File: src/rtl/bus_grant_ctrl.sv
// bus_grant_ctrl: takes one-hot grants from the two-requester arbiter, muxes
// the granted requester's valid/data stream onto a registered shared bus, and
// returns per-requester ready. Counts accepted beats per requester and keeps a
// sticky flag for illegal grant patterns.
//
// Optional feature macro: BUS_GRANT_BURST_LIMIT_EN
//   defined   -> each tenure is capped at MAX_BEATS beats; once reached, the
//                owner's ready is forced low and release_n is raised until
//                its grant drops.
//   undefined -> tenure is unlimited and release0/release1 are tied low.
module bus_grant_ctrl #(
    parameter int DATA_W    = 8,
    parameter int MAX_BEATS = 4,
    parameter int CNT_W     = 8
) (
    input  logic              clock,
    input  logic              reset,
    input  logic              gnt0,
    input  logic              gnt1,
    input  logic              valid0,
    input  logic              valid1,
    input  logic [DATA_W-1:0] data0,
    input  logic [DATA_W-1:0] data1,
    output logic              ready0,
    output logic              ready1,
    output logic              bus_valid,
    output logic [DATA_W-1:0] bus_data,
    output logic [1:0]        bus_owner,
    input  logic              bus_ready,
    output logic              release0,
    output logic              release1,
    output logic [CNT_W-1:0]  beats0,
    output logic [CNT_W-1:0]  beats1,
    output logic              err
);

    if (MAX_BEATS < 1 || MAX_BEATS > 255) begin : g_bad_max_beats
        $error("bus_grant_ctrl: MAX_BEATS must be in 1..255");
    end

    typedef enum logic [1:0] {
        IDLE  = 2'd0,
        OWN0  = 2'd1,
        OWN1  = 2'd2,
        DRAIN = 2'd3
    } state_t;

    state_t             state_q, state_d;
    logic [1:0]         owner_q, owner_d;
    logic               bus_valid_q, bus_valid_d;
    logic [DATA_W-1:0]  bus_data_q, bus_data_d;
    logic [CNT_W-1:0]   beats0_q, beats0_d;
    logic [CNT_W-1:0]   beats1_q, beats1_d;
    logic               err_q, err_d;
    logic               slot_free;
    logic               limit_ok;

`ifdef BUS_GRANT_BURST_LIMIT_EN
    localparam logic [7:0] MAX_BEATS_C = 8'(MAX_BEATS);

    logic [7:0] tenure_q, tenure_d;
    logic       rel0_q, rel0_d;
    logic       rel1_q, rel1_d;

    assign limit_ok = (tenure_q < MAX_BEATS_C);
    assign release0 = rel0_q;
    assign release1 = rel1_q;
`else
    assign limit_ok = 1'b1;
    assign release0 = 1'b0;
    assign release1 = 1'b0;
`endif

    // The output register can take a new beat when empty or when its beat
    // leaves this cycle; this never looks at valid_n.
    assign slot_free = !bus_valid_q || bus_ready;

    // Next-state, bus load, counters and per-requester ready.
    always_comb begin
        state_d     = state_q;
        owner_d     = owner_q;
        bus_valid_d = bus_valid_q;
        bus_data_d  = bus_data_q;
        beats0_d    = beats0_q;
        beats1_d    = beats1_q;
        err_d       = err_q;
        ready0      = 1'b0;
        ready1      = 1'b0;
`ifdef BUS_GRANT_BURST_LIMIT_EN
        tenure_d    = tenure_q;
        rel0_d      = 1'b0;
        rel1_d      = 1'b0;
`endif

        // A completed bus handshake empties the register unless reloaded below.
        if (bus_valid_q && bus_ready) begin
            bus_valid_d = 1'b0;
        end

        case (state_q)
            IDLE: begin
                if (gnt0 && gnt1) begin
                    err_d = 1'b1;
                end else if (gnt0) begin
                    state_d = OWN0;
                    owner_d = 2'd1;
                end else if (gnt1) begin
                    state_d = OWN1;
                    owner_d = 2'd2;
                end
            end

            OWN0: begin
                ready0 = slot_free && limit_ok;
                if (valid0 && ready0) begin
                    bus_data_d  = data0;
                    bus_valid_d = 1'b1;
                    beats0_d    = beats0_q + CNT_W'(1);
`ifdef BUS_GRANT_BURST_LIMIT_EN
                    tenure_d    = tenure_q + 8'd1;
`endif
                end
                // A beat still held after this edge must drain before IDLE.
                if (!gnt0) begin
                    state_d = bus_valid_d ? DRAIN : IDLE;
                    owner_d = bus_valid_d ? 2'd1 : 2'd0;
`ifdef BUS_GRANT_BURST_LIMIT_EN
                    tenure_d = 8'd0;
`endif
                end else begin
                    if (gnt1) begin
                        err_d = 1'b1;
                    end
`ifdef BUS_GRANT_BURST_LIMIT_EN
                    rel0_d = (tenure_d >= MAX_BEATS_C);
`endif
                end
            end

            OWN1: begin
                ready1 = slot_free && limit_ok;
                if (valid1 && ready1) begin
                    bus_data_d  = data1;
                    bus_valid_d = 1'b1;
                    beats1_d    = beats1_q + CNT_W'(1);
`ifdef BUS_GRANT_BURST_LIMIT_EN
                    tenure_d    = tenure_q + 8'd1;
`endif
                end
                if (!gnt1) begin
                    state_d = bus_valid_d ? DRAIN : IDLE;
                    owner_d = bus_valid_d ? 2'd2 : 2'd0;
`ifdef BUS_GRANT_BURST_LIMIT_EN
                    tenure_d = 8'd0;
`endif
                end else begin
                    if (gnt0) begin
                        err_d = 1'b1;
                    end
`ifdef BUS_GRANT_BURST_LIMIT_EN
                    rel1_d = (tenure_d >= MAX_BEATS_C);
`endif
                end
            end

            DRAIN: begin
                if (bus_ready) begin
                    state_d = IDLE;
                    owner_d = 2'd0;
                end
            end

            default: begin
                state_d = IDLE;
                owner_d = 2'd0;
            end
        endcase
    end

    // State and output registers; reset discards any held beat.
    always_ff @(posedge clock) begin
        if (!reset) begin
            state_q     <= IDLE;
            owner_q     <= 2'd0;
            bus_valid_q <= 1'b0;
            bus_data_q  <= '0;
            beats0_q    <= '0;
            beats1_q    <= '0;
            err_q       <= 1'b0;
`ifdef BUS_GRANT_BURST_LIMIT_EN
            tenure_q    <= 8'd0;
            rel0_q      <= 1'b0;
            rel1_q      <= 1'b0;
`endif
        end else begin
            state_q     <= state_d;
            owner_q     <= owner_d;
            bus_valid_q <= bus_valid_d;
            bus_data_q  <= bus_data_d;
            beats0_q    <= beats0_d;
            beats1_q    <= beats1_d;
            err_q       <= err_d;
`ifdef BUS_GRANT_BURST_LIMIT_EN
            tenure_q    <= tenure_d;
            rel0_q      <= rel0_d;
            rel1_q      <= rel1_d;
`endif
        end
    end

    assign bus_valid = bus_valid_q;
    assign bus_data  = bus_data_q;
    assign bus_owner = owner_q;
    assign beats0    = beats0_q;
    assign beats1    = beats1_q;
    assign err       = err_q;

endmodule
File: config.mk
export PLATFORM = sky130hd
export DESIGN_NAME = bus_grant_ctrl
export DESIGN_NICKNAME = d
export VERILOG_FILES = /design/src/rtl/bus_grant_ctrl.sv
export SDC_FILE = /design/constraint.sdc
export NUM_CORES = 1
export LEC_CHECK = 0
export BUFFER_PORTS_ARGS = -buffer_cell sky130_fd_sc_hd__clkbuf_2
export CAP_MARGIN = 15
export CORE_ASPECT_RATIO = 2
export CORE_MARGIN = 10
export CORE_UTILIZATION = 35
export DETAILED_ROUTE_END_ITERATION = 8
export SLEW_MARGIN = 20
export SYNTH_ARGS = -nofsm -noshare
export SYNTH_HDL_FRONTEND = slang
export SYNTH_SLANG_ARGS = --single-unit
File: constraint.sdc
create_clock -name clock -period 2.3 [get_ports clock]
set_clock_uncertainty 0.1 [all_clocks]
set_input_delay 0.115 -clock clock [delete_from_list [all_inputs] [get_ports clock]]
set_output_delay 0.115 -clock clock [all_outputs]
set_load 0.01 [all_outputs]
==> metrics.md, run 1 <==
| Metric | Value |
|---|---|
| Final wirelength | `~4200 um` |
| Post-CTS Resized | `0` |
| Mapped cell area | `1590 um^2` |
| Endpoints failing setup | `0` |
| Vias | `1,494` |
| WL per Instance | `around 14 um` |
| Cts bufs inserted | `5` |
| Setup CP Type | `reg -> reg` |
| GR Util All Layers | `approximately 12%` |
| Avg Synthesized Cell Area | `~8.7 um^2` |
| Largest net degree at the start of global routing | `18` |
| Pwr/cell area | `1100 nW/um^2` |
| Max-slew violations | `0` |
| Clk buf depth | `2` |
| Initial Utilization | `between 30% and 40%` |
| Gpl congestion | `0.758` |
| CTS sink cnt | `30` |
| Initial antenna violation count | `0` |
| Post-detail-place hpwl | `approximately 3300 um` |
| Seq cells post-synth | `30` |
| Vias in the first global route | `~1,600` |
| Leak Pwr | `between 0.9 and 1 nW` |
| H-tree levels | `2` |
| Post-route minimum period | `slightly below 2 ns` |
| 1st-iter DRT viols | `42` |
| Worst-path fanout max | `9` |
| First drt pass iteration count | `4` |
| Required time worst endpoint | `between 2 and 2.5 ns` |
| Primary FF master, synth | `dfxtp_1` |
| Peak supply drop | `~0.00055 V` |
| Pre-CTS setup slack | `approximately 0.30 ns` |
| Fin crit share | `between 80% and 90%` |
| Worst Setup Start Kind | `register` |
| Hold Buf Count CTS | `0` |
| ANT cells | `0` |
| RSZ-0062 raised after global routing | `false` |
| Post-CTS setup buffers | `0` |
| Post-synth EDFFs | `0` |
| Die Ht | `115 um` |
| CORE AREA | `approximately 4400 um^2` |
| Most common cell after layout, fill and taps aside | `clkbuf_2` |
| Root buf cell | `clkbuf_8` |
| Sequential area share after synthesis | `a little under two fifths` |
| Commonest non-fill, non-tap cells in the layout | `clkbuf_2, dfxtp_1, nor2_1` |
| Gr ovfl total | `0` |
| Clk_lat worst skew | `0.28 ns` |
| P&R area growth vs syn | `26.3%` |
| CTS tree | `built` |
| Post-synth cell types | `slightly above 40` |
| Hold WS | `between 0.1 and 0.15 ns` |
| First-pass GRT wire length | `7110 um` |
| Asr flop ratio synth | `0%` |
| Synth warn | `0` |
| Fin nets | `around 270` |
| Via density | `just over 5` |
| Synthesized instance count | `about 180` |
| IO buf count | `52` |
| Crit. End Element | `register` |
| Final worst slack | `~0.33 ns` |
| Status | `complete, no violations` |
| Worst-path clk slew | `around 0.06 ns` |
| Pwr Total | `0.00219 W` |
| Io pins | `55` |
| DRT antenna net count | `0` |
| Die width | `between 60 and 70 um` |
| # DRC | `0` |
| Maxcap violations | `0` |
| # rows | `34` |
| Worst hold path class | `in -> reg` |
| Worst path arrival time | `between 2 and 2.5 ns` |
| Final Hold Viols | `0` |
| Die Area | `between 7000 and 8000 um^2` |
| Max Freq | `slightly above 0.5 GHz` |
| Share of cells above drive strength 1 | `approximately a third` |
| Setup TNS Final | `0 ns` |
-- Yosys cell counts, types with 4 or more instances --
cell type	n	area (um^2)
o21ai_0	7	35.0
nand4_1	8	50.1
nor2_1	19	71.3
o221a_2	8	90.1
ha_1	8	100
xor2_1	7	61.3
a21oi_1	8	40.0
nand2_1	9	33.8
inv_1	13	48.8
clkbuf_1	7	26.3
or3_1	4	25.0
dfxtp_1	30	601
nand3_1	4	20.0
and3_1	4	25.0
o211ai_1	4	30.0
a31oi_1	8	50.1
-- worst max-delay path, cell delays in order (launching register included) --
cell	delay [ns]
dfxtp_1	0.41
inv_1	0.11
ha_1	0.33
and2_4	0.19
a2111oi_4	0.32
buf_4	0.19
nor3_1	0.04
a31o_1	0.18
-- power by group --
group	total, W	internal, W	switching (W)
Clock	0.000544	0.000346	0.000198
Combinational	0.000949	0.000419	0.000530
Sequential	0.000700	0.000627	0.0000739
Total	0.00219	0.00139	0.000801
-- final timing paths --
check / startpoint / endpoint / slack [ns] / depth (start not counted)
worst max register to register: state_q[0]$_SDFFE_PN0P_ / state_q[1]$_SDFFE_PN0P_ / 0.33 / 7
worst min-delay path: gnt1 / err$_SDFFE_PN0P_ / 0.14 / 4
worst max-delay path: state_q[0]$_SDFFE_PN0P_ / state_q[1]$_SDFFE_PN0P_ / 0.33 / 7
worst min register to register: bus_owner[1]$_SDFFE_PN0P_ / bus_owner[1]$_SDFFE_PN0P_ / 0.37 / 2
-- cell families after synthesis --
| kind of cell | after synthesis | share of synthesized area [%] |
|---|---|---|
| simple gates | 62 | 20.3 |
| compound gates | 48 | 23.4 |
| flops | 30 | 37.9 |
| buf+inv | 26 | 7.42 |
| fa+ha+maj | 8 | 6.31 |
| xor+xnor | 7 | 3.87 |
| other cells | 1 | 0.237 |
| mux | 1 | 0.631 |
-- through the flow --
stage | cells | utilization, % | area [um^2]
2_1_floorplan | 184 | - | 1590
3_3_place_gp | 283 | 43.1 | 1890
3_5_place_dp | 283 | 43.1 | 1890
4_1_cts | 290 | 45.7 | 2000
5_1_grt | 290 | 45.7 | 2000
6_report | 290 | 45.7 | 2000
-- registers in the layout (all words and copies together) (netlist names) --
| signal | count |
|---|---|
| bus_owner | 2 |
| bus_valid | 1 |
| err | 1 |
| beats1 | 8 |
| beats0 | 8 |
| state_q | 2 |
| bus_data | 8 |
-- per-layer routing --
metal  vias to the layer above  global-route usage, %  wire, um
met5                         -                      0         0
met4                         0                   5.79        90
met3                         6                   3.90       364
met2                        38                   20.9      2170
met1                       690                   10.8      1540
li1                        760                      -         -
-- cell type report --
| class | instances | area (um^2) |
|---|---|---|
| fill | 458 | 2380 |
| multi-input combinational | 128 | 871 |
| sequential | 30 | 601 |
| timing repair buffer | 57 | 298 |
| clock buffer | 6 | 82.6 |
| tap | 54 | 67.6 |
| inverter | 14 | 52.6 |
| clock inverter | 1 | 30.0 |
Note: power is estimated with default switching activity, not from simulation.
==> run 2: changes to the inputs <==
--- a/config.mk
+++ b/config.mk
@@ -11,6 +11,8 @@
 export CORE_MARGIN = 10
 export CORE_UTILIZATION = 35
 export DETAILED_ROUTE_END_ITERATION = 8
+export MAX_ROUTING_LAYER = met4
+export RECOVER_POWER = 50
 export SLEW_MARGIN = 20
 export SYNTH_ARGS = -nofsm -noshare
 export SYNTH_HDL_FRONTEND = slang
==> run 2 against run 1 <==
Effect of this change: core utilization decreased by 0.80 points; highest routed layer unchanged; largest power group unchanged; worst setup slack improved by 0.0040 ns; largest cell class unchanged; clock-buffer cell count unchanged; design area is 1.7% lower.
==> metrics.md, run 2 (synthesis gave the netlist of run 1 again) <==
| Metric | Value |
|---|---|
| Status | `complete, no violations` |
| Leak Pwr | `~0.85 nW` |
| Worst-path fanout max | `9` |
| Required time worst endpoint | `about 2.4 ns` |
| CTS sink cnt | `30` |
| Worst path buffer plus inverter count | `2` |
| CP Cell Sequence | `inv_1 > ha_1 > and2_4 > a2111oi_4 > buf_4 > nor3_1 > a31o_1` |
| Initial antenna violation count | `0` |
| Cts bufs inserted | `5` |
| Clk buf depth | `2` |
| Family with the most delay on the worst path | `compound AO/OA/AOI/OAI gates` |
| Met3 usage | `approximately 3.8%` |
| 1st-iter DRT viols | `42` |
| Commonest non-fill, non-tap cells in the layout | `dfxtp_1, clkbuf_1, clkbuf_2` |
| Die Area | `7780 um^2` |
| Vias | `approximately 1,500` |
| Io pins | `55` |
| Root buf cell | `clkbuf_8` |
| Maxcap violations | `0` |
| GR Util All Layers | `11.9%` |
| Final wirelength | `about 4200 um` |
| Critical path's slowest cell | `dfxtp_1` |
| Final Hold Viols | `0` |
| Clk_lat worst skew | `around 0.28 ns` |
| Setup TNS Final | `0 ns` |
| GRT Max-Usage Layer | `met2` |
| Worst Hold Path Cells | `4` |
| Via density | `5.19` |
| Setup CP Type | `reg -> reg` |
| IO buf count | `52` |
| Hold Buf Count CTS | `0` |
| Worst hold path class | `in -> reg` |
| Peak supply drop | `0.000547 V` |
| Gpl congestion | `slightly below 0.8` |
| Endpoints failing setup | `0` |
| Gr ovfl total | `0` |
| Post-detail-place hpwl | `between 3000 and 4000 um` |
| CTS tree | `built` |
| Pwr/cell area | `about 1100 nW/um^2` |
| Worst path arrival time | `2.05 ns` |
| Max-slew violations | `0` |
| Die width | `a little under 70 um` |
| CORE AREA | `between 4000 and 5000 um^2` |
| Largest net degree at the start of global routing | `18` |
| First-pass GRT wire length | `around 7100 um` |
| Share of cells above drive strength 1 | `roughly a fifth` |
| Met1 Track Usage GR | `10.9%` |
| Post-route minimum period | `~2.0 ns` |
| P&R area growth vs syn | `24.1%` |
| First drt pass iteration count | `4` |
| Met2 Usage GRT | `20.9%` |
| WL per Instance | `14.3 um` |
| Placed cells | `approximately 280` |
| Post-CTS Resized | `0` |
| # DRC | `0` |
| H-tree levels | `2` |
| Initial Utilization | `36.2%` |
| Crit. End Element | `register` |
| Fin crit share | `85.6%` |
| Worst r2r path cells | `7` |
| ANT cells | `0` |
| Fin nets | `267` |
| # rows | `34` |
| Die Ht | `115 um` |
| Worst-path clk slew | `0.06 ns` |
| RSZ-0062 raised after global routing | `false` |
| Post-Layout Cell Count | `290` |
| Post-CTS setup buffers | `0` |
| Worst Setup Start Kind | `register` |
| Vias in the first global route | `approximately 1,600` |
| DRT antenna net count | `0` |
| Most common cell after layout, fill and taps aside | `dfxtp_1` |
| Max incr delay on CP | `0.41 ns` |
| Crit path depth | `7` |
| Max Freq | `between 0.5 and 0.6 GHz` |
[run 2: cell counts in the layout (fill, tap and decap cells not counted)]
No cell type changed its count.
[run 2: metal layers]
layer	vias to the layer above	part of all wire, %
li1	759	-
met3	7	8.7
met4	0	2.0
met5	-	0
met1	693	37
met2	45	52
[run 2: where the power goes]
part / leakage, nW / total (W) / internal (W) / switching, W
clock: 0.0573 / 0.000544 / 0.000346 / 0.000198
sequential: 0.245 / 0.000699 / 0.000626 / 0.0000730
combinational: 0.545 / 0.000930 / 0.000399 / 0.000531
[run 2: tightest hold or removal path: stages]
cell,delay [ns]
clkbuf_2,0.12
a21oi_1,0.07
nor2_1,0.09
o21a_1,0.11
[run 2: stage by stage]
step / setup slack [ns] / instance area, um^2 / hold WS (ns) / util (%) / total power (W)
floorplan: 0.337 / 1590 / 0.247 / - / 0.00139
global placement: 0.356 / 1890 / 0.348 / 43.1 / 0.00167
detailed placement: 0.305 / 1890 / 0.359 / 43.1 / 0.00167
CTS: 0.296 / 2000 / 0.139 / 45.7 / 0.00224
global route: 0.186 / 1970 / 0.203 / 44.9 / 0.00236
finish: 0.331 / 1970 / 0.145 / 44.9 / 0.00217
[run 2: layout make-up]
class / count / area [um^2]
clock buffer: 6 / 82.6
timing repair buffer: 57 / 263
tap: 54 / 67.6
fill: 470 / 2410
sequential: 30 / 601
clock inverter: 1 / 30.0
inverter: 14 / 52.6
multi-input combinational: 128 / 871
[run 2: final timing paths]
check / start / end / slack [ns]
hold reg to reg: bus_owner[1]$_SDFFE_PN0P_ / bus_owner[1]$_SDFFE_PN0P_ / 0.36
hold / removal: gnt1 / err$_SDFFE_PN0P_ / 0.14
setup / recovery: state_q[0]$_SDFFE_PN0P_ / state_q[1]$_SDFFE_PN0P_ / 0.33
setup reg to reg: state_q[0]$_SDFFE_PN0P_ / state_q[1]$_SDFFE_PN0P_ / 0.33
==> run 3: changes to the inputs <==
--- a/config.mk
+++ b/config.mk
@@ -5,6 +5,7 @@
 export SDC_FILE = /design/constraint.sdc
 export NUM_CORES = 1
 export LEC_CHECK = 0
+export ABC_AREA = 1
 export BUFFER_PORTS_ARGS = -buffer_cell sky130_fd_sc_hd__clkbuf_2
 export CAP_MARGIN = 15
 export CORE_ASPECT_RATIO = 2
==> run 3 against run 2 <==
Effect of this change: maximum frequency down 0.56%; sequential share of layout area shrank 1.6 points; synthesized cell count rose by 50%; hold slack worse by 0.094 ns; global-route usage is 0.44 points lower; worst setup slack got worse by 0.011 ns; total power is 1.0% lower; wire length is 9.5% higher; via count is 16% higher; largest cell class unchanged; core utilization decreased by 2.2 points; die area rose by 7.5%; clock power fell by 26%.
==> metrics.md, run 3 <==
| Metric | Value |
|---|---|
| Pwr/cell area | `between 1000 and 1500 nW/um^2` |
| Flop pwr share | `32.1%` |
| Vias in the first global route | `1,729` |
| Worst flop-to-flop path startpoint | `state_q[0]$_SDFFE_PN0P_` |
| Post-CTS setup buffers | `0` |
| Cts bufs inserted | `5` |
| CTS tree | `built` |
| Gr ovfl total | `0` |
| DRT antenna net count | `0` |
| Synth top area cells | `dfxtp_1, nand2_1, nor2_1` |
| Post-synth top area cell | `dfxtp_1` |
| Vias | `roughly 1,700` |
| Max incr delay on CP | `between 0.3 and 0.4 ns` |
| Avg Synthesized Cell Area | `6.33 um^2` |
| Max Freq | `approximately 0.51 GHz` |
| # rows | `36` |
| Final instance area | `around 2100 um^2` |
| Placed cells | `379` |
| Worst r2r path cells | `7` |
| # DRC | `0` |
| Clk buf depth | `2` |
| Die Ht | `approximately 120 um` |
| Worst hold path class | `in -> reg` |
| P&R area growth vs syn | `19.3%` |
| Hold WS | `between 0.05 and 0.06 ns` |
| Net Sw Frac | `44.2%` |
| P_int | `~0.0012 W` |
| Crit path depth | `5` |
| Seq cells post-synth | `30` |
| Fillers | `between 500 and 600` |
| Post-synth cell types | `28` |
| Worst-path fanout max | `9` |
| Via density | `about 4.5` |
| Sequential area share after synthesis | `between 30% and 40%` |
| WL per Instance | `approximately 12 um` |
| Die width | `roughly 70 um` |
| Maxcap violations | `0` |
| GR Util All Layers | `a little under an eighth` |
| Setup TNS Final | `0 ns` |
| HP Start | `data0[1]` |
| Synthesized instance count | `roughly 280` |
| Synth top area share | `34.5%` |
| IO buf count | `52` |
| Final wirelength | `approximately 4500 um` |
| Status | `complete, no violations` |
| Share of cells above drive strength 1 | `between 10% and 20%` |
| Leak Pwr | `slightly above 1 nW` |
| Hold Buf Count CTS | `0` |
| CP Cell Sequence | `inv_1 > ha_1 > clkinv_1 > nor2_1 > clkbuf_2` |
| Max-slew violations | `0` |
| Synth cell count leaders | `nand2_1, nor2_1, inv_1` |
| Worst Hold Path Cells | `5` |
| Post-Layout Cell Count | `386` |
| Worst path arrival time | `~1.8 ns` |
| Worst Setup Start Kind | `register` |
| Commonest non-fill, non-tap cells in the layout | `nand2_1, nor2_1, inv_1` |
| Peak supply drop | `a little over 0.0005 V` |
| Most common cell after layout, fill and taps aside | `nand2_1` |
| Fin crit share | `between 80% and 90%` |
| Worst path buffer plus inverter count | `3` |
| Post-detail-place hpwl | `3640 um` |
| R2r setup slk | `0.55 ns` |
| Tightest Pin Transition | `0.502 ns` |
| ANT cells | `0` |
| Largest net degree at the start of global routing | `25` |
| Fin nets | `360` |
| Initial antenna violation count | `0` |
| CTS sink cnt | `30` |
| Gpl congestion | `between 0.8 and 0.9` |
| Crit. End Element | `primary output` |
| First-pass GRT wire length | `slightly below 8000 um` |
| Post-route minimum period | `between 1.5 and 2 ns` |
| First drt pass iteration count | `6` |
| Io pins | `55` |
| Required time worst endpoint | `roughly 2.1 ns` |
| Post-synth EDFFs | `0` |
| Synth warn | `0` |
| CORE AREA | `4860 um^2` |
| R2r endpoint | `beats1[3]$_SDFFE_PN0P_` |
| Clk_lat worst skew | `approximately 0.28 ns` |
| Die Area | `between 8000 and 9000 um^2` |
| Family with the most delay on the worst path | `buffers and inverters` |
| Worst Hold Endpoint | `bus_data[1]$_SDFFE_PN0P_` |
| 1st-iter DRT viols | `78` |
| Endpoints failing setup | `0` |
| Slew Limit Headroom | `roughly 67%` |
| RSZ-0062 raised after global routing | `false` |
| Setup CP Type | `reg -> out` |
| Final Hold Viols | `0` |
| Post-DP Area | `2040 um^2` |
| Root buf cell | `clkbuf_8` |
| H-tree levels | `2` |
| Clock power share | `18.8%` |
| Asr flop ratio synth | `0%` |
| Worst-path clk slew | `around 0.07 ns` |
| Critical path's slowest cell | `ha_1` |
| Combinational Power Share | `between 40% and 50%` |
| Mapped cell area | `roughly 1700 um^2` |
| NetSw | `approximately 0.00095 W` |
| Post-CTS Resized | `0` |
| Initial Utilization | `35.8%` |
| Primary FF master, synth | `dfxtp_1` |
| Top-count cell post-synth | `nand2_1` |
-- run 3: cell types whose count changed in the layout (fill, tap and decap cells not counted), moves of 6 or more --
cell,delta
inv_1,+20
nand2_2,+6
a31oi_1,-8
nand4_1,-6
nand3_1,+9
xor2_1,-7
o221a_2,-8
nor2_1,+29
nand2_1,+88
-- run 3: power by group through the flow --
stage          sequential, W  clock (W)  combinational, W
2_1_floorplan       0.000732          0          0.000803
3_3_place_gp        0.000700          0           0.00108
3_5_place_dp        0.000706          0           0.00109
4_1_cts             0.000694   0.000418           0.00109
5_1_grt             0.000703   0.000436           0.00123
6_report            0.000691   0.000405           0.00106
-- run 3: worst max path at each step --
stage,slack (ns),end,startpoint
after floorplan,0.86,bus_owner[0]$_SDFFE_PN0P_,state_q[0]$_SDFFE_PN0P_
after global placement,0.61,beats1[3]$_SDFFE_PN0P_,state_q[0]$_SDFFE_PN0P_
after detailed placement,0.55,beats1[3]$_SDFFE_PN0P_,state_q[0]$_SDFFE_PN0P_
after CTS,0.29,ready1,state_q[0]$_SDFFE_PN0P_
after global routing,0.16,ready1,state_q[0]$_SDFFE_PN0P_
final,0.32,ready1,state_q[0]$_SDFFE_PN0P_
-- run 3: layout make-up --
| cell class | count | area [um^2] | share of cell area [%] |
|---|---|---|---|
| Timing Repair Buffer | 53 | 233 | 11.2 |
| Sequential cell | 30 | 601 | 28.9 |
| Tap cell | 57 | 71.3 | 3.43 |
| Clock buffer | 7 | 76.3 | 3.67 |
| Multi-Input combinational cell | 204 | 966 | 46.5 |
| Inverter | 35 | 131 | 6.32 |
-- run 3: stage by stage --
stage                     worst slack [ns]  total power, W  util [%]
final                                0.320         0.00215      42.7
after global routing                 0.164         0.00237      42.7
after floorplan                      0.858         0.00154         -
after CTS                            0.286         0.00221      43.4
after global placement               0.611         0.00178      41.9
after detailed placement             0.555         0.00180      41.9
-- run 3: worst register-to-register path, stage by stage, from the launching register on --
cell and delay (ns):
dfxtp_1 0.34, inv_1 0.13, ha_1 0.37, nand3_2 0.26, nor3_1 0.26, nand2_1 0.08
nand2_1 0.06, nor2_1 0.05
-- run 3: metal layers --
layer / vias up / part of all wire (%) / GRT usage (%) / routed length, um
met4: 0 / 2.9 / 5.09 / 131
li1: 936 / - / - / -
met1: 745 / 38 / 10.0 / 1730
met2: 51 / 53 / 21.4 / 2400
met5: - / 0 / - / 0
met3: 12 / 6.3 / 3.55 / 286
-- run 3: cells by family after synthesis --
logic type      Yosys count  synth area share [%]
fa+ha+maj                 8                  5.75
buf+inv                  42                  10.3
simple gates            176                  43.4
other cells               1                 0.215
xor+xnor                  2                  1.01
compound gates           16                  4.88
flops                    30                  34.5
